## src/rtl/mapper_ctx_seq_pkg.sv

```systemverilog
// Shared encodings for the mapper context save/restore sequencer.
package mapper_ctx_seq_pkg;

   typedef enum logic [2:0] {
      StIdle    = 3'd0,
      StSave    = 3'd1,
      StRstWait = 3'd2,
      StRestore = 3'd3,
      StFin     = 3'd4
   } state_e;

   // Mapper register selects; slots store bytes at the same index.
   localparam logic [1:0] SelA = 2'd3;
   localparam logic [1:0] SelX = 2'd2;
   localparam logic [1:0] SelY = 2'd1;
   localparam logic [1:0] SelZ = 2'd0;

endpackage

```

## src/rtl/mapper_ctx_lifo.sv

```systemverilog
// Context slot storage: DEPTH slots of 4 bytes, byte write port, async read port.
module mapper_ctx_lifo #(
   parameter int unsigned DEPTH = 2,
   parameter int unsigned PW    = 2
) (
   input  logic          clk_i,
   input  logic          we_i,
   input  logic [PW-1:0] wr_slot_i,
   input  logic [1:0]    wr_byte_i,
   input  logic [7:0]    wr_data_i,
   input  logic [PW-1:0] rd_slot_i,
   input  logic [1:0]    rd_byte_i,
   output logic [7:0]    rd_data_o
);

   logic [7:0] mem_q [DEPTH][4];

   // Byte write; contents are intentionally not reset.
   always_ff @(posedge clk_i) begin
      if (we_i) begin
         mem_q[wr_slot_i][wr_byte_i] <= wr_data_i;
      end
   end

   assign rd_data_o = mem_q[rd_slot_i][rd_byte_i];

endmodule

```

## src/rtl/mapper_ctx_seq.sv

```systemverilog
// Saves/restores the mapper A/X/Y/Z context around hypervisor entry/exit using a LIFO.
module mapper_ctx_seq
   import mapper_ctx_seq_pkg::*;
#(
   parameter int unsigned DEPTH = 2,
   parameter int unsigned PW    = 2
) (
   input  logic        clk_i,
   input  logic        reset_i,
   input  logic        ready_i,
   input  logic        save_req_i,
   input  logic        restore_req_i,
   input  logic        map_idle_i,
   input  logic [7:0]  map_reg_data_i,
   output logic        rd_override_o,
   output logic [1:0]  rd_sel_o,
   output logic        load_user_reg_o,
   output logic [1:0]  wr_sel_o,
   output logic [7:0]  wr_data_o,
   output logic        busy_o,
   output logic        done_o,
   output logic        err_o,
   output logic [PW:0] depth_o
);

   localparam logic [PW:0] SpMax = (PW+1)'(DEPTH);
   localparam logic [PW:0] SpOne = (PW+1)'(1);

   state_e      state_q, state_d;
   logic [PW:0] sp_q, sp_d;
   logic [1:0]  step_q, step_d;
   logic        err_q, err_d;
   // Done pulse for rejected requests, raised while the FSM stays idle.
   logic        err_done_q, err_done_d;
   logic        lifo_we;
   logic [7:0]  lifo_rd;
   logic        sp_full, sp_empty;

   assign sp_full  = (sp_q == SpMax);
   assign sp_empty = (sp_q == '0);

   // State and datapath registers.
   always_ff @(posedge clk_i or posedge reset_i) begin
      if (reset_i) begin
         state_q    <= StIdle;
         sp_q       <= '0;
         step_q     <= SelA;
         err_q      <= 1'b0;
         err_done_q <= 1'b0;
      end else begin
         state_q    <= state_d;
         sp_q       <= sp_d;
         step_q     <= step_d;
         err_q      <= err_d;
         err_done_q <= err_done_d;
      end
   end

   // Next-state: request arbitration, step sequencing and stack pointer updates.
   always_comb begin
      state_d    = state_q;
      sp_d       = sp_q;
      step_d     = step_q;
      err_d      = err_q;
      err_done_d = 1'b0;
      lifo_we    = 1'b0;
      unique case (state_q)
         StIdle: begin
            if (save_req_i) begin
               if (sp_full) begin
                  err_d      = 1'b1;
                  err_done_d = 1'b1;
               end else begin
                  state_d = StSave;
                  step_d  = SelA;
               end
            end else if (restore_req_i) begin
               if (sp_empty) begin
                  err_d      = 1'b1;
                  err_done_d = 1'b1;
               end else begin
                  state_d = StRstWait;
                  step_d  = SelA;
               end
            end
         end
         StSave: begin
            if (ready_i) begin
               lifo_we = 1'b1;
               if (step_q == SelZ) begin
                  sp_d    = sp_full ? sp_q : sp_q + SpOne;
                  step_d  = SelA;
                  state_d = StFin;
               end else begin
                  step_d = step_q - 2'd1;
               end
            end
         end
         // Step is kept so an interrupted restore resumes where it stopped.
         StRstWait: begin
            if (map_idle_i) begin
               state_d = StRestore;
            end
         end
         StRestore: begin
            if (!map_idle_i) begin
               state_d = StRstWait;
            end else if (step_q == SelZ) begin
               sp_d    = sp_empty ? sp_q : sp_q - SpOne;
               step_d  = SelA;
               state_d = StFin;
            end else begin
               step_d = step_q - 2'd1;
            end
         end
         StFin: begin
            state_d = StIdle;
         end
         default: begin
            state_d = StIdle;
         end
      endcase
   end

   // Outputs decoded from the current state.
   always_comb begin
      rd_override_o   = (state_q == StSave);
      rd_sel_o        = step_q;
      load_user_reg_o = (state_q == StRestore) && map_idle_i;
      wr_sel_o        = step_q;
      wr_data_o       = (state_q == StRestore) ? lifo_rd : 8'h00;
      busy_o          = (state_q != StIdle);
      done_o          = (state_q == StFin) || err_done_q;
      err_o           = err_q;
      depth_o         = sp_q;
   end

   mapper_ctx_lifo #(
      .DEPTH(DEPTH),
      .PW   (PW)
   ) u_lifo (
      .clk_i    (clk_i),
      .we_i     (lifo_we),
      .wr_slot_i(sp_q[PW-1:0]),
      .wr_byte_i(step_q),
      .wr_data_i(map_reg_data_i),
      .rd_slot_i(sp_q[PW-1:0] - PW'(1)),
      .rd_byte_i(step_q),
      .rd_data_o(lifo_rd)
   );

endmodule
```

## config.mk

```make
export PLATFORM = sky130hd
export DESIGN_NAME = mapper_ctx_seq
export DESIGN_NICKNAME = d
export VERILOG_FILES = /design/src/rtl/mapper_ctx_seq_pkg.sv /design/src/rtl/mapper_ctx_lifo.sv /design/src/rtl/mapper_ctx_seq.sv
export SDC_FILE = /design/constraint.sdc
export NUM_CORES = 1
export LEC_CHECK = 0
export CAP_MARGIN = 5
export CELL_PAD_IN_SITES_DETAIL_PLACEMENT = 0
export CELL_PAD_IN_SITES_GLOBAL_PLACEMENT = 2
export CORE_ASPECT_RATIO = 1.1
export CORE_MARGIN = 2
export CORE_UTILIZATION = 45
export DETAILED_ROUTE_END_ITERATION = 10
export DONT_BUFFER_PORTS = 1
export GPL_TIMING_DRIVEN = 1
export PLACE_DENSITY_LB_ADDON = 0.1
export SLEW_MARGIN = 20
export SYNTH_ARGS = -nofsm -noshare
export SYNTH_HDL_FRONTEND = slang
export SYNTH_HIERARCHICAL = 1
export SYNTH_SLANG_ARGS = --single-unit
```

## constraint.sdc

```tcl
create_clock -name clk_i -period 4 [get_ports clk_i]
set_clock_uncertainty 0.1 [all_clocks]
set_input_delay 1.2 -clock clk_i [delete_from_list [all_inputs] [get_ports clk_i]]
set_output_delay 1.2 -clock clk_i [all_outputs]
set_load 0.01 [all_outputs]
```

; After elaboration in Yosys (flattened, before gate mapping)
; Memory sizes are Yosys's and may differ from the RTL's.
; Cells that the tools add are included.
[op_classes]
n_addsub = 4
mux = 43
n_lt_le_gt_ge = 2
n_eq_ne = 16
n_reduce_logical = 15
n_bitwise = 1
[ops]
columns = operator, count
row1 = $mux 3, 14
row2 = $mux 32, 1
row3 = $mux 8, 4
row4 = $bmux 8 s2, 1
row5 = $demux 8 s2, 1
row6 = $mux 2, 7
row7 = $mux 1, 12
row8 = $ne 2x2->1 const B, 6
row9 = $pmux 3 s4, 1
row10 = $eq 3x2->1 const B, 3
row11 = $ne 3x3->1 const B, 3
row12 = $reduce_and 7->1, 1
row13 = $logic_not 3->1, 2
row14 = $pmux 2 s3, 1
row15 = $pmux 3 s2, 1
row16 = $reduce_and 6->1, 1
row17 = $reduce_bool 2->1, 3
row18 = $reduce_bool 3->1, 2
row19 = $reduce_and 5->1, 1
row20 = $ne 2x1->1 const B, 2
row21 = $reduce_and 4->1, 1
row22 = $add 3x1->3 const B, 1
row23 = $eq 3x1->1 const B, 1
row24 = $eq 3x3->1 const B, 1
row25 = 9 further kinds, 10
[totals]
output_inout_bits = 20
memories = 1
ram_bits = 64
register_bits = 10
[memory_table]
columns = name, words, word_bits, rd, rd_ports_with_merged_regs, wr, line_no
row1 = u_lifo.mem_q, 2, 32, 1, 0, 1, mapper_ctx_lifo.sv:16  ; logic [7:0] mem_q [DEPTH][4];

; Logic depth before layout (Yosys ltp)
; Gate-level depths: netlist of run 1.
[logic_depth]
word_depth = 6
mapped_depth = 7

; By module
; The synthesis of run 1 kept the hierarchy.
[by_module_without_submodules]
columns = module, seq_area_each_um2, area_each_um2, cells_per_inst, n_inst
row1 = mapper_ctx_lifo, 1921.8, 2531.2, 106, 1
row2 = mapper_ctx_seq, 252.7, 788.3, 87, 1

; Worst setup path after synthesis of run 1
; Ideal clock, no wire load.
[synth_timing]
path_kind = register to output
startpoint = register sp_q[0] (netlist: depth_o[0])
endpoint = output port wr_data_o[0]
t_arrival_ns = 1.822
path_stages_with_launch = 7
required_time_ns = 2.700
n_path_buf = 2
slack_ns = 0.878
cell_sequence = dfrtp_1 inv_1 buf_6 buf_12 mux4_1 mux2_2 and3_1
[synth_via]
elab_chain_cells = 6
[synth_lines]
columns = element, line_no
row1 = from (decl), mapper_ctx_seq.sv:30  ; logic [PW:0] sp_q, sp_d;
row2 = from (signal assigned), mapper_ctx_seq.sv:52  ; sp_q <= sp_d;
row3 = $sub 1x1->1, mapper_ctx_seq.sv:147  ; .rd_slot_i(sp_q[PW-1:0] - PW'(1)),
row4 = $mem_v2 2x32, n/a
row5 = $bmux 8 s2, mapper_ctx_lifo.sv:25  ; assign rd_data_o = mem_q[rd_slot_i][rd_byte_i];
row6 = $mux 8 (not written as such) (2 in a row), mapper_ctx_lifo.sv:25
row7 = named net lifo_rd[0], mapper_ctx_seq.sv:36  ; logic [7:0] lifo_rd;
row8 = $mux 8, mapper_ctx_seq.sv:131  ; wr_data_o = (state_q == StRestore) ? lifo_rd : 8'h00;
row9 = to (decl), mapper_ctx_seq.sv:19  ; output logic [7:0] wr_data_o,
; The timed path passes the listed nets, and every way through them passes these cells. The select of a mux whose other input is x is not followed.

; Worst setup path in the final report of run 1
[layout_timing]
startpoint = register sp_q[0] (netlist: depth_o[0])
endpoint = output port wr_data_o[5]
; The elaborated chain is that of the path after synthesis.

==> results of run 1 <==
## through the flow
stage / util, % / hold WS [ns] / instance area (um2) / std cells
after floorplan: - / 0.412 / 3320 / 192
after global placement: 48.0 / 0.436 / 3400 / 274
after detailed placement: 48.0 / 0.432 / 3400 / 274
after CTS: 50.7 / 0.449 / 3590 / 290
after global routing: 50.8 / 0.477 / 3600 / 290
final: 50.8 / 0.445 / 3600 / 290
## state kept, by name (all words and copies together) (netlist names)
signal	cells
rd_sel_o	2
err_done_q	1
depth_o	3
state_q	3
u_lifo/mem_q	64
err_o	1
## power by group through the flow
stage | registers, mW | logic (mW) | clock network [mW]
after detailed placement | 1.13 | 0.683 | 0
after global routing | 1.13 | 0.741 | 0.612
after CTS | 1.11 | 0.686 | 0.580
after floorplan | 1.01 | 0.662 | 0
final | 1.11 | 0.676 | 0.561
after global placement | 1.11 | 0.667 | 0
## timing repair
item,CTS,global route
hold buffers,0,0
setup endpoints to repair,0,8
resized for setup,0,1
endpoints found under the hold margin,0,0
## worst paths after layout
check                                to  cells past startpoint        from
hold reg to reg                   err_o                      1       err_o
setup / recovery           wr_data_o[5]                      4  depth_o[0]
min in group asynchronous    state_q[0]                      1     reset_i
hold / removal                    err_o                      1       err_o
max in group asynchronous   rd_sel_o[0]                      1     reset_i
setup reg to reg             depth_o[1]                      6  depth_o[0]
## layer usage
metal,up-vias,share of wire [%],GRT usage [%]
met3,12,5.8,4.31
met1,855,41,21.2
met2,49,51,28.4
met4,0,2.2,8.60
met5,-,0,0
li1,772,-,-
## critical path, delay by kind of cell, from the launching register on
family,cells,cell delay [ns]
mux,2,0.89
flops,1,0.52
buf+inv,1,0.49
simple gates,1,0.21
## cell type report
| cell class | instances | area [um2] |
|---|---|---|
| repair buffers | 9 | 67.6 |
| well taps | 85 | 106 |
| clock inverters | 6 | 65.1 |
| clock buffers | 10 | 128 |
| flip-flops and latches | 74 | 2170 |
| inverters | 8 | 33.8 |
| multi-input cells | 98 | 1020 |
| fillers | 590 | 3490 |
==> impl_metrics.py, run 1 <==
metrics = {
    "critical_path": {
        "critPathLaunchType": "flop",
        "crit_required_ns": 2.70,
        "endpoint_kind": "output pin",
        "worstPathCellList": "clkinvlp_4 > mux4_1 > mux2_2 > and3_1",
        "crit_slowest_cell": "mux4_1",
        "crit_fanout": 17,
        "crit_arrival_ns": 2.46,
        "worst_path_largest_cell_delay_ns": 0.62,
        "path_class": "flop to output pin",
        "regToRegSetupSlack_ns": 1.34,
    },
    "synthesis": {
        "netlist_instances": 192,
        "synth_warnings": 6,
        "syn_area_per_cell_um2": 17.3,
        "syn_area_um2": 3320,
        "syn-num-nets": 211,
    },
    "floorplanning": {
        "coreArea_um2": 7090,
        "num_io_pins": 34,
        "dieHeight_um": 94.0,
        "die_area_um2": 8070,
        "start_util_pct": 46.8,
        "fp-row-count": 32,
        "die_w_um": 85.8,
    },
    "clock_tree": {
        "clock-sinks": 74,
        "cts_buffer_depth": 2,
        "clk_pin_slew_ns": 0.07,
        "cts_setup_buffers": 0,
        "cts_tree": "done",
        "cts-root-buf": "clkbuf_8",
        "htreeDepth": 3,
        "clk_latency_ns": 0.34,
        "cts_buffers": 9,
    },
    "sta": {
        "tns_ns": 0,
        "period_minus_slack_ns": 3.76,
        "post-route-period-util_pct": 94.0,
        "tightest_slew_ns": 0.734,
        "maxSlewViolCount": 0,
        "hold_viol_final": 0,
        "report.final.setup_viol": 0,
        "max_freq_ghz": 0.266,
        "rsz0062_at_grt": "no",
        "max-slew-margin-rel_pct": 51.1,
        "setup_ws_ns": 0.240,
    },
    "pwr": {
        "power_frac_seq_pct": 47.2,
        "power_frac_clock_pct": 23.9,
        "totalPowerFinal_mw": 2.35,
        "internal_power_mw": 1.59,
        "ir_worst_vdd_uv": 303,
        "cellLeakagePower_nw": 1.32,
        "power.share.switching_pct": 32.4,
        "switchingPower_mw": 0.759,
        "power_frac_comb_pct": 28.8,
        "cellPowerDensity_nw_per_um2": 652,
    },
    "drt": {
        "drt_pass1_iterations": 7,
        "viasPerCell": 5.82,
        "routed_wl_mm": 6.44,
        "drc_errors": 2,
        "postRouteAntennaNets": 0,
        "vias": 1688,
        "drt_iter0_markers": 105,
        "wl_per_cell_um": 22.2,
    },
    "placed_design": {
        "pre_cts_ws_ns": 0.422,
        "port_buffers": 0,
        "post-dp-hpwl_mm": 4.35,
        "gp_congestion": 0.813,
    },
    "run": {
        "max_cap_viol_count": 0,
    },
    "finish": {
        "nets": 219,
        "layout-drive-gt1-share_pct": 22.0,
        "syn_to_final_growth_pct": 8.53,
        "n_antenna_cell": 0,
        "mostFrequentLayoutCells": "edfxtp_1 (64), mux4_1 (15), nor2_1 (11)",
        "final_common_cell": "edfxtp_1",
    },
    "global_route": {
        "grt_use_total_pct": 17.3,
        "grt_pass1_vias": 1780,
        "grt.overflow.total": 0,
        "grt_start_max_net_pins": 26,
        "grt_pass1_wl_mm": 9.83,
        "antenna_found_initial": 0,
    },
    "run_status": {
        "outcome": "finished, violations left",
        "violations": "design-rule violations",
    },
    "hold_path": {
        "min-delay-path-class": "flop to flop",
    },
}
No activity file was read; power rests on OpenSTA's default activity.
==> run 2, diff against run 1 <==
--- a/config.mk
+++ b/config.mk
@@ -10,7 +10,7 @@
 export CELL_PAD_IN_SITES_GLOBAL_PLACEMENT = 2
 export CORE_ASPECT_RATIO = 1.1
 export CORE_MARGIN = 2
-export CORE_UTILIZATION = 45
+export CORE_UTILIZATION = 40
 export DETAILED_ROUTE_END_ITERATION = 10
 export DONT_BUFFER_PORTS = 1
 export GPL_TIMING_DRIVEN = 1
==> run 2 against run 1 <==
Hold slack better by 0.0059 ns. Final area up 1.9%. Sequential power hardly changed. The run now ends clean. Largest power group unchanged. Sequential cell count did not move. Critical endpoint is now wr_data_o[2]. Fmax grew 0.59%. Core utilization decreased by 4.9 points. Power is 5.4% higher. Global-route usage down 2.0 points. Setup slack gained 0.022 ns. Sequential share of layout area decreased by 1.2 points. Critical path depth unchanged. Count of clock-buffer cells in the layout is 1 higher.
==> impl_metrics.py, run 2 (synthesis results as in run 1) <==
metrics = {
    "finish": {
        "final_common_cell": "edfxtp_1",
        "design_area_um2": 3670,
        "layout-drive-gt1-share_pct": 21.0,
        "syn_to_final_growth_pct": 10.6,
        "largest_reg_flops": 64,
        "mostFrequentLayoutCells": "edfxtp_1 (64), mux4_1 (15), nor2_1 (11)",
        "nets": 219,
        "regMostFlops": "u_lifo/mem_q",
        "final_util_pct": 45.9,
        "n_antenna_cell": 0,
    },
    "sta": {
        "max-slew-margin-rel_pct": 45.7,
        "report.final.setup_viol": 0,
        "setup_ws_ns": 0.263,
        "rsz0062_at_grt": "no",
        "tns_ns": 0,
        "period_minus_slack_ns": 3.74,
        "hold_viol_final": 0,
        "post-route-period-util_pct": 93.4,
        "maxSlewViolCount": 0,
        "tightest_slew_ns": 0.814,
        "max_freq_ghz": 0.268,
    },
    "clock_tree": {
        "clk_latency_ns": 0.33,
        "cts-root-buf": "clkbuf_8",
        "cts_buffer_depth": 2,
        "htreeDepth": 3,
        "clk_pin_slew_ns": 0.07,
        "cts_hold_buf": 0,
        "cts_buffers": 9,
        "cts_tree": "done",
        "clock-sinks": 74,
    },
    "floorplanning": {
        "fp-row-count": 34,
        "die_area_um2": 9030,
        "dieHeight_um": 99.5,
        "die_w_um": 90.8,
        "coreArea_um2": 8000,
        "start_util_pct": 41.5,
        "num_io_pins": 34,
    },
    "critical_path": {
        "crit_required_ns": 2.70,
        "reg2regPathDepth": 6,
        "critPathLaunchType": "flop",
        "endpoint_kind": "output pin",
        "regToRegSetupSlack_ns": 1.36,
        "path_class": "flop to output pin",
        "crit_fanout": 17,
        "crit_arrival_ns": 2.44,
    },
    "drt": {
        "viasPerCell": 5.43,
        "drt_iter0_markers": 52,
        "drt_pass1_iterations": 4,
        "wl_per_cell_um": 21.1,
        "drc_errors": 0,
        "vias": 1701,
        "routed_wl_mm": 6.60,
        "postRouteAntennaNets": 0,
    },
    "hold_path": {
        "min-delay-path-class": "flop to flop",
        "whs_path_depth": 1,
    },
    "global_route": {
        "antenna_found_initial": 0,
        "grt_pass1_wl_mm": 9.83,
        "grt_busiest_layer": "met2",
        "grtUsageMet2_pct": 28.3,
        "grt_start_max_net_pins": 26,
        "grt_use_total_pct": 15.2,
        "grt.overflow.total": 0,
        "grtUsageMet3_pct": 3.26,
        "grt_pass1_vias": 1808,
        "grtUsageMet1_pct": 16.3,
    },
    "pwr": {
        "cellLeakagePower_nw": 1.34,
        "ir_worst_vdd_uv": 292,
        "totalPowerFinal_mw": 2.47,
        "cellPowerDensity_nw_per_um2": 674,
    },
    "placed_design": {
        "dpl_cell_area_um2": 3430,
        "port_buffers": 0,
        "post-dp-hpwl_mm": 4.31,
        "pre_cts_ws_ns": 0.403,
        "gp_congestion": 0.806,
    },
    "run": {
        "max_cap_viol_count": 0,
    },
    "run_status": {
        "outcome": "complete, no violations",
    },
}
[run 2: worst max-delay path, cell delays in order, from the launching register on]
cell	delay, ns
dfrtp_1	0.51
clkinvlp_4	0.48
mux4_1	0.61
mux2_2	0.29
and3_1	0.21
[run 2: per-stage QoR]
stage | std cells | hold WS, ns
after global routing | 313 | 0.482
after detailed placement | 297 | 0.435
after floorplan | 192 | 0.412
after global placement | 297 | 0.442
after CTS | 313 | 0.457
final | 313 | 0.451
[run 2: final cells by class]
class / instances / area, um2
Fill cell: 737 / 4330
Sequential cell: 74 / 2170
Multi-Input combinational cell: 98 / 1020
Tap cell: 108 / 135
Clock buffer: 11 / 131
Clock inverter: 5 / 103
Timing Repair Buffer: 9 / 67.6
Inverter: 8 / 33.8
[run 2: path summary, 6_finish.rpt]
check / end / startpoint
min reg2reg: err_o / err_o
min in group asynchronous: err_o / reset_i
max: wr_data_o[2] / depth_o[0]
max in group asynchronous: rd_sel_o[0] / reset_i
min: err_o / err_o
max reg2reg: depth_o[1] / depth_o[0]
[run 2: metal layers]
layer	vias to the layer above	routed length (um)	part of all wire (%)
li1	765	-	-
met4	0	122	1.8
met1	870	2440	37
met3	11	404	6.1
met2	55	3630	55
met5	-	0	0
[run 2: power breakdown]
part           switching, mW  total [mW]  internal, mW  leakage [nW]
clock network          0.259       0.673         0.414         0.115
registers              0.172        1.11         0.940         0.697
logic                  0.329       0.686         0.357         0.524
[run 2: what timing repair did]
action | CTS | global route
resized for setup | 0 | 1
setup endpoints to repair | 0 | 8
endpoints found under the hold margin | 0 | 0
setup buffers | 0 | 0
==> run 3, diff against run 2 <==
--- a/config.mk
+++ b/config.mk
@@ -5,6 +5,7 @@
 export SDC_FILE = /design/constraint.sdc
 export NUM_CORES = 1
 export LEC_CHECK = 0
+export ABC_AREA = 1
 export CAP_MARGIN = 5
 export CELL_PAD_IN_SITES_DETAIL_PLACEMENT = 0
 export CELL_PAD_IN_SITES_GLOBAL_PLACEMENT = 2
==> run 3 against run 2 <==
Core utilization fell by 1.8 points. Clock power decreased by 22%. Sequential power down 4%. Critical path depth increased by 6. Synthesized area grew 17%. Setup slack gained 0.14 ns. Combinational power increased by 69%. Hold slack worse by 0.0037 ns. First-iteration DRC count up 110%. Sequential cell count unchanged. Routed wire length rose by 27%. Highest routed layer unchanged.
==> impl_metrics.py, run 3 <==
metrics = {
    "synthesis": {
        "syn_area_um2": 3880,
        "syn-num-nets": 455,
        "syn_area_per_cell_um2": 8.91,
        "netlist_instances": 436,
        "synth_warnings": 6,
    },
    "clock_tree": {
        "cts_hold_buf": 0,
        "cts.repair.resized": 0,
        "cts_buffers": 9,
        "cts-root-buf": "clkbuf_8",
        "cts_setup_buffers": 0,
        "clk_pin_slew_ns": 0.07,
        "cts_buffer_depth": 2,
        "clk_latency_ns": 0.34,
        "clock-sinks": 74,
        "htreeDepth": 3,
        "cts_tree": "done",
    },
    "floorplanning": {
        "die_w_um": 98.0,
        "die_area_um2": 10500,
        "fp-row-count": 37,
        "dieHeight_um": 107,
        "num_io_pins": 34,
        "start_util_pct": 41.3,
        "coreArea_um2": 9400,
    },
    "pwr": {
        "cellPowerDensity_nw_per_um2": 666,
        "ir_worst_vdd_uv": 264,
        "cellLeakagePower_nw": 1.98,
    },
    "sta": {
        "tns_ns": 0,
        "holdWs_ns": 0.447,
        "setup_ws_ns": 0.400,
        "maxSlewViolCount": 0,
        "period_minus_slack_ns": 3.60,
        "hold_viol_final": 0,
        "max-slew-margin-rel_pct": 41.4,
        "tightest_slew_ns": 0.875,
        "rsz0062_at_grt": "no",
        "report.final.setup_viol": 0,
        "max_freq_ghz": 0.278,
        "post-route-period-util_pct": 90.0,
    },
    "drt": {
        "viasPerCell": 4.67,
        "drt_pass1_iterations": 4,
        "drt_iter0_markers": 109,
        "routed_wl_mm": 8.41,
        "wl_per_cell_um": 14.9,
        "postRouteAntennaNets": 0,
        "vias": 2627,
        "drc_errors": 0,
    },
    "placed_design": {
        "dpl_cell_area_um2": 3960,
        "port_buffers": 0,
        "post-dp-hpwl_mm": 5.64,
        "gp_congestion": 0.754,
        "pre_cts_ws_ns": 0.734,
    },
    "global_route": {
        "grt.overflow.total": 0,
        "grt_start_max_net_pins": 34,
        "grt_pass1_wl_mm": 13.6,
        "grt_use_total_pct": 17.3,
        "antenna_found_initial": 0,
        "grt_pass1_vias": 2637,
    },
    "finish": {
        "syn_to_final_growth_pct": 6.51,
        "nets": 460,
        "fill_cells": 962,
        "layout-drive-gt1-share_pct": 11.4,
        "design_area_um2": 4140,
        "largest_reg_flops": 64,
        "regMostFlops": "u_lifo/mem_q",
        "final_common_cell": "nand2_1",
        "n_antenna_cell": 0,
        "mostFrequentLayoutCells": "nand2_1 (142), inv_1 (90), edfxtp_1 (64)",
    },
    "hold_path": {
        "min-delay-path-class": "flop to flop",
    },
    "run": {
        "max_cap_viol_count": 0,
    },
    "critical_path": {
        "crit_arrival_ns": 2.30,
        "crit_fanout": 33,
        "critPathLaunchType": "flop",
        "worst_path_largest_cell_delay_ns": 0.51,
        "path_class": "flop to output pin",
        "critPathMostFrequentCell": "nand2_1",
        "critPathBufInv": 4,
        "worstPathCellList": "inv_1 > buf_4 > inv_4 > nand2_1 > nand3_1 > nand2_1 > nand2_1 > nand2_1 > inv_1 > nor2_1",
        "crit_slowest_cell": "dfrtp_1",
        "critPathTopFamily": "buffers and inverters",
        "endpoint_kind": "output pin",
        "crit_required_ns": 2.70,
    },
    "run_status": {
        "outcome": "complete, no violations",
    },
}
[run 3: path summary, 6_finish.rpt]
check | endpoint | slack, ns | startpoint | cells past startpoint
max | wr_data_o[2] | 0.40 | depth_o[0] | 10
min | err_o | 0.45 | err_o | 1
max reg2reg | u_lifo/mem_q[1][28] | 1.59 | state_q[1] | 5
min reg2reg | err_o | 0.45 | err_o | 1
max in group asynchronous | rd_sel_o[1] | 2.81 | reset_i | 1
min in group asynchronous | err_o | 0.65 | reset_i | 1
[run 3: per-stage QoR]
step	power, mW	util, %	cells
floorplan	2.08	-	436
global placement	2.27	42.2	547
detailed placement	2.27	42.2	547
CTS	2.81	44.0	563
global route	3.00	44.0	563
finish	2.76	44.0	563
[run 3: worst register-to-register path: stages (launching register included)]
cell and delay [ns]:
dfrtp_1 0.60, inv_2 0.17, nand2_1 0.09, nor2_1 0.25, nand3_1 0.14, nor2_1 0.68
[run 3: area by class of cell]
class                   instances  area, um2  share of cell area (%)
multi-input cells             248       1190                    28.8
clock inverters                 5       45.0                    1.09
flip-flops and latches         74       2170                    52.6
clock buffers                  11        131                    3.18
repair buffers                 10       75.1                    1.81
inverters                      98        375                    9.07
well taps                     117        146                    3.54
[run 3: power by group]
group | internal [mW] | switching [mW]
Clock | 0.280 | 0.245
Combinational | 0.372 | 0.787
Sequential | 0.935 | 0.139
Total | 1.59 | 1.17
[run 3: metal layers]
| layer | up-vias | GRT usage (%) | wire length (um) |
|---|---|---|---|
| li1 | 1347 | - | - |
| met1 | 1222 | 19.2 | 3460 |
| met2 | 50 | 32.7 | 4550 |
| met3 | 8 | 3.57 | 284 |
| met4 | 0 | 6.25 | 116 |
| met5 | - | 0 | 0 |
